$ cat src/rtl/conv_pkg.sv
// conv_pkg: shared widths, tap indices and the saturation helper
// for the 3x3 convolution stage.
package conv_pkg;

    localparam int DATA_W = 8;
    localparam int ACC_W  = 2*DATA_W + 5;
    localparam int N_TAPS = 9;

    localparam logic [3:0] TAP_00   = 4'd0;
    localparam logic [3:0] TAP_01   = 4'd1;
    localparam logic [3:0] TAP_02   = 4'd2;
    localparam logic [3:0] TAP_10   = 4'd3;
    localparam logic [3:0] TAP_11   = 4'd4;
    localparam logic [3:0] TAP_12   = 4'd5;
    localparam logic [3:0] TAP_20   = 4'd6;
    localparam logic [3:0] TAP_21   = 4'd7;
    localparam logic [3:0] TAP_22   = 4'd8;
    localparam logic [3:0] BIAS_IDX = 4'd9;

    localparam logic signed [ACC_W-1:0] PIX_MAX =
        ACC_W'((1 << (DATA_W-1)) - 1);
    localparam logic signed [ACC_W-1:0] PIX_MIN = ~PIX_MAX;

    typedef struct packed {
        logic              sat;
        logic [DATA_W-1:0] pix;
    } sat_t;

    function automatic sat_t saturate(
        input logic signed [ACC_W-1:0] v
    );
        sat_t r;
        if (v > PIX_MAX) begin
            r.sat = 1'b1;
            r.pix = PIX_MAX[DATA_W-1:0];
        end else if (v < PIX_MIN) begin
            r.sat = 1'b1;
            r.pix = PIX_MIN[DATA_W-1:0];
        end else begin
            r.sat = 1'b0;
            r.pix = v[DATA_W-1:0];
        end
        return r;
    endfunction

endpackage

$ cat src/rtl/conv_sat_shift.sv
// conv_sat_shift: arithmetic shift, saturation and optional ReLU
// (enabled by the CONV_RELU_EN macro) for requantizing an accumulator.
module conv_sat_shift
    import conv_pkg::*;
#(
    parameter int SHIFT = 4
) (
    input  logic [ACC_W-1:0]  sum_in,
    output logic [DATA_W-1:0] pix,
    output logic              sat
);

    logic signed [ACC_W-1:0] shifted;
    sat_t                    r;

    always_comb begin
        shifted = $signed(sum_in) >>> SHIFT;
        r       = saturate(shifted);
        sat     = r.sat;
        pix     = r.pix;
`ifdef CONV_RELU_EN
        // ReLU clamp is not a saturation event; sat is left untouched
        if (r.pix[DATA_W-1]) pix = '0;
`endif
    end

endmodule

$ cat src/rtl/conv3x3_mac.sv
// conv3x3_mac: 3-stage pipelined 3x3 MAC with bias, requantization and
// row-wrap masking. Optional ReLU output via CONV_RELU_EN.
module conv3x3_mac
    import conv_pkg::*;
#(
    parameter int IMG_W  = 4,
    parameter int BIAS_W = 16,
    parameter int SHIFT  = 4
) (
    input  logic              clk,
    input  logic              rst_n,
    input  logic              sof,
    input  logic              in_valid,
    input  logic [DATA_W-1:0] p00,
    input  logic [DATA_W-1:0] p01,
    input  logic [DATA_W-1:0] p02,
    input  logic [DATA_W-1:0] p10,
    input  logic [DATA_W-1:0] p11,
    input  logic [DATA_W-1:0] p12,
    input  logic [DATA_W-1:0] p20,
    input  logic [DATA_W-1:0] p21,
    input  logic [DATA_W-1:0] p22,
    input  logic              w_load,
    input  logic [3:0]        w_idx,
    input  logic [BIAS_W-1:0] w_data,
    output logic              out_valid,
    output logic [DATA_W-1:0] pix_out,
    output logic              sat_flag
);

    localparam int COL_W = $clog2(IMG_W);
    localparam logic [COL_W-1:0] COL_LAST = COL_W'(IMG_W - 1);
    localparam logic [COL_W-1:0] COL_MIN  = COL_W'(2);

    logic signed [DATA_W-1:0]   win  [N_TAPS];
    logic signed [DATA_W-1:0]   wgt  [N_TAPS];
    logic signed [BIAS_W-1:0]   bias;
    logic signed [2*DATA_W-1:0] prod [N_TAPS];
    logic signed [ACC_W-1:0]    row  [3];
    logic signed [BIAS_W-1:0]   bias1, bias2;
    logic signed [ACC_W-1:0]    total;
    logic                       v1, v2;
    logic [COL_W-1:0]           col, col_eff;
    logic                       accept;
    logic [DATA_W-1:0]          s3_pix;
    logic                       s3_sat;

    always_comb begin
        win[TAP_00] = p00;
        win[TAP_01] = p01;
        win[TAP_02] = p02;
        win[TAP_10] = p10;
        win[TAP_11] = p11;
        win[TAP_12] = p12;
        win[TAP_20] = p20;
        win[TAP_21] = p21;
        win[TAP_22] = p22;
    end

    // sof aliases this beat to column 0 so the frame restarts cleanly
    always_comb begin
        col_eff = sof ? '0 : col;
        accept  = in_valid && (col_eff >= COL_MIN);
    end

    always_ff @(posedge clk or negedge rst_n) begin
        if (!rst_n) begin
            col <= '0;
        end else if (in_valid) begin
            col <= (col_eff == COL_LAST) ? '0 : col_eff + 1'b1;
        end else if (sof) begin
            col <= '0;
        end
    end

    always_ff @(posedge clk or negedge rst_n) begin
        if (!rst_n) begin
            for (int i = 0; i < N_TAPS; i++) wgt[i] <= '0;
            bias <= '0;
        end else if (w_load) begin
            for (int i = 0; i < N_TAPS; i++)
                if (w_idx == 4'(i)) wgt[i] <= w_data[DATA_W-1:0];
            if (w_idx == BIAS_IDX) bias <= w_data;
        end
    end

    // S1: products; bias rides along so each window sees one kernel
    always_ff @(posedge clk or negedge rst_n) begin
        if (!rst_n) begin
            v1    <= 1'b0;
            bias1 <= '0;
            for (int i = 0; i < N_TAPS; i++) prod[i] <= '0;
        end else begin
            v1 <= accept;
            if (accept) begin
                bias1 <= bias;
                for (int i = 0; i < N_TAPS; i++)
                    prod[i] <= win[i] * wgt[i];
            end
        end
    end

    // S2: one partial sum per kernel row
    always_ff @(posedge clk or negedge rst_n) begin
        if (!rst_n) begin
            v2    <= 1'b0;
            bias2 <= '0;
            for (int r = 0; r < 3; r++) row[r] <= '0;
        end else begin
            v2 <= v1;
            if (v1) begin
                bias2 <= bias1;
                for (int r = 0; r < 3; r++)
                    row[r] <= ACC_W'(prod[3*r])
                            + ACC_W'(prod[3*r+1])
                            + ACC_W'(prod[3*r+2]);
            end
        end
    end

    assign total = row[0] + row[1] + row[2] + ACC_W'(bias2);

    conv_sat_shift #(
        .SHIFT (SHIFT)
    ) u_sat (
        .sum_in (total),
        .pix    (s3_pix),
        .sat    (s3_sat)
    );

    always_ff @(posedge clk or negedge rst_n) begin
        if (!rst_n) begin
            out_valid <= 1'b0;
            pix_out   <= '0;
            sat_flag  <= 1'b0;
        end else begin
            out_valid <= v2;
            if (v2) begin
                pix_out  <= s3_pix;
                sat_flag <= s3_sat;
            end
        end
    end

endmodule

$ cat config.mk
export PLATFORM = sky130hd
export DESIGN_NAME = conv3x3_mac
export DESIGN_NICKNAME = d
export VERILOG_FILES = /design/src/rtl/conv_pkg.sv /design/src/rtl/conv_sat_shift.sv /design/src/rtl/conv3x3_mac.sv
export SDC_FILE = /design/constraint.sdc
export NUM_CORES = 2
export LEC_CHECK = 0
export CORE_ASPECT_RATIO = 1.1
export CORE_MARGIN = 10
export CORE_UTILIZATION = 35
export CTS_BUF_LIST = sky130_fd_sc_hd__clkbuf_16
export DETAILED_ROUTE_END_ITERATION = 10
export PLACE_DENSITY = 0.5
export RECOVER_POWER = 50
export SYNTH_ARGS = -nofsm -noshare
export SYNTH_HDL_FRONTEND = slang
export SYNTH_SLANG_ARGS = --single-unit
$ cat constraint.sdc
create_clock -name clk -period 6.4 [get_ports clk]
set_input_delay 0.64 -clock clk [delete_from_list [all_inputs] [get_ports clk]]
set_output_delay 0.64 -clock clk [all_outputs]
set_load 0.01 [all_outputs]
==> impl_results.md <==
- Status: finished with violations
- Failing checks: max-capacitance violations, max-slew violations
- Fin. Hold Viols: 0
- Drt wl/cell: 16.8 um
- Worst Setup SP: p02[3]
- CTS Buf Count: 44
- ANT nets after route: 0
- Vias in the first global route: 27986
- Largest net degree at the start of global routing: 144
- Post-CTS Setup Inserts: 0
- Vias/cell: 4.68
- Cells on worst reg2reg path: 18
- CP max stage delay: 0.56 ns
- Area of the multi-input gates: 26800 um2
- Final setup fails: 0
- Critical Path AT: 5.60 ns
- Longest Clk Path Bufs: 3
- Reg-to-reg slack, setup: 1.38 ns
- Syn Area/Cell: 9.63 um2
- Die H: 367 um
- Tmin final: 5.18 ns
- HPWL Detailed: 73.8 mm
- Worst Setup Path Type: input pin to register
- Seq cells post-synth: 332
- Layout cells sized above 1: 0.0467
- Die area: 123000 um2
- Relative slew margins: -1.79
- Unrepaired setup endpoints after global routing: false
- Worst-path clk slew: 0.06 ns
- GRT Overall Usage: 0.157
- PortBufs: 106
- Post-synth cell types: 62
- EDFF count, synth: 0
- Ys async rst share: 1.00
- Most frequently used flop master after synthesis: dfrtp_1
- Slowest stage cell, crit path: clkdlybuf4s50_1
- IO Pins: 107
- Ys Warns: 0
- Hold-fix buffer count after cts: 0
- Crit Path Max Fanout: 8
- Launching point of the worst reg2reg path: wgt[50]
- Placer Congestion: 0.817
- H-Tree Depth: 2
- DRC: 0
- Gate Count Post-Synth: 3991
- Nature of the critical path endpoint: register
- Startpoint types: input pin
- Chip width: 336 um
- RR Endpoint: prod[110]
- # rows: 127
- Grt ovf: 0
- Syn_nets: 4997
- Routed Wire Length: 92.7 mm
- Initial antenna violation count: 7
- Fillers: 11058
- DR pass1 iterations: 7
- Most common cell after layout, fill and taps aside: inv_1
- Slew Viols, Final: 125
- Post_cts resized: 0
- Fmax: 0.193 GHz
- Iter 0 DRT Violations: 1259
- Post-Place Cells: 5450
- Max Cap Viol: 2
- First-pass GRT wire length: 155 mm
- Slew @ Worst Pin: 4.19 ns
- Critical path data required time: 6.82 ns
- Cell Chain, Critical Path: clkdlybuf4s50_1, and2_1, fa_1, inv_1, fa_1, fa_1, fa_1, inv_1, ha_1, nor2b_1, o21ai_0, a21boi_0, o21ai_0, a21boi_0, o21ai_0, a21boi_0, o21ai_0, mux2i_1, o311ai_0
- Nets@finish: 5083
- Area growth, synth to finish: 10.8%
- Seq. cell area: 8310 um2
- Most frequent cells in the layout: inv_1 (795), fa_1 (582), nand2_1 (514)
- Register area share after synthesis: 0.216
- Worst setup path endpoint: prod[110]
- Mapped cell area: 38400 um2
- Clock latency on the worst-skew pair: 0.57 ns
- Hold Path Class: register to register
- Via count: 25918
- CTS sink cnt: 332
- Tcrit/Tclk final: 0.809
- Core ar.: 109000 um2
- Final clock skew: 0.0151 ns
- Setup TNS: 0 ns
- Initial core utilization: 0.352
- Final std cells w/o fill: 5535
- CTS tree: done
- Clk root buf: clkbuf_16
-- how the worst min path moves through the flow --
stage | from | to | slack (ns) | cells past startpoint
3_5_place_dp | bias[0] | bias1[0] | 0.45 | 2
4_1_cts | rst_n | wgt[15] | 0.01 | 1
2_1_floorplan | rst_n | bias1[0] | 0.34 | 0
5_1_grt | bias[5] | bias1[5] | 0.48 | 2
6_report | bias[5] | bias1[5] | 0.46 | 2
3_3_place_gp | bias[2] | bias1[2] | 0.44 | 2
-- worst max-delay path, delay by kind of cell --
| family | cells | cell delay [ns] |
|---|---|---|
| adder cells (fa/ha/maj) | 5 | 2.18 |
| buffers and inverters | 3 | 0.70 |
| AND/OR/NAND/NOR | 2 | 0.40 |
| multiplexers | 1 | 0.19 |
| AO/OA/AOI/OAI | 8 | 1.50 |
-- registers in the layout, indices dropped and copies added, names as in the netlist --
name and flops:
bias 16, bias1 16, bias2 16, col 2, out_valid 1, pix_out 8, prod 144, row 54
sat_flag 1, v1 1, v2 1, wgt 72
-- cells in the mapped netlist, types with 4 or more instances --
cell type	n	area [um2]
nand3b_1	7	52.6
a21o_1	22	165
a21oi_1	64	320
or3_1	15	93.8
and3_1	23	144
nor3_1	20	100
a211oi_1	7	52.6
o31a_1	9	78.8
o21a_1	9	67.6
o21bai_1	4	30.0
o311ai_0	9	78.8
inv_1	786	2950
nor2_1	125	469
fa_1	582	11700
nand2b_1	76	475
o21ai_0	200	1000
a31oi_1	5	31.3
nor3b_1	6	45.0
a21boi_0	34	255
and2_1	338	2110
clkbuf_1	73	274
xnor2_1	104	911
mux2_2	90	1010
buf_1	9	33.8
o41ai_1	11	96.3
nand3_1	25	125
dfrtp_1	332	8310
ha_1	327	4090
nor2b_1	16	100
o31ai_1	31	233
xor2_1	57	499
mux2i_1	24	240
nand2_1	514	1930
-- cells by family (layout without fill, tap and decap cells) --
group,after synthesis,count (layout),synth area share
AOI/OAI and AO/OA,428,428,0.0696
xor gates and xnor gates,161,161,0.0367
adders and majority gates,909,909,0.410
buffers and inverters,869,989,0.0849
DFF,332,332,0.216
muxes,114,114,0.0326
other,0,5,0
and+or+nand+nor,1178,1178,0.150
-- stage by stage --
| step | util | cell area (um2) | hold slack, ns | setup slack, ns |
|---|---|---|---|---|
| final | 0.391 | 42600 | 0.464 | 1.22 |
| after global routing | 0.390 | 42600 | 0.480 | 0.804 |
| after CTS | 0.391 | 42600 | 0.0109 | 1.25 |
| after detailed placement | 0.377 | 41100 | 0.450 | 0.664 |
| after global placement | 0.377 | 41100 | 0.444 | 0.699 |
| after floorplan | - | 38400 | 0.344 | 1.73 |
-- layer usage --
layer  GRT usage  vias to the layer above  wire length [um]
li1            -                    12525                 -
met1       0.219                    13021             43100
met2       0.260                      300             44300
met3      0.0201                       70              3800
met4      0.0291                        2              1560
met5           0                        -                13
-- final cells by class --
type,instances,share of cell area
multi-input cells,2790,0.631
diodes,5,0.000294
inverters,786,0.0693
clock inverters,34,0.00726
well taps,1419,0.0417
repair buffers,123,0.0287
flip-flops and latches,332,0.195
clock buffers,46,0.0270
Power is not shown: default switching activity piles up to over one toggle a cycle in this logic, so the estimate is an artifact.
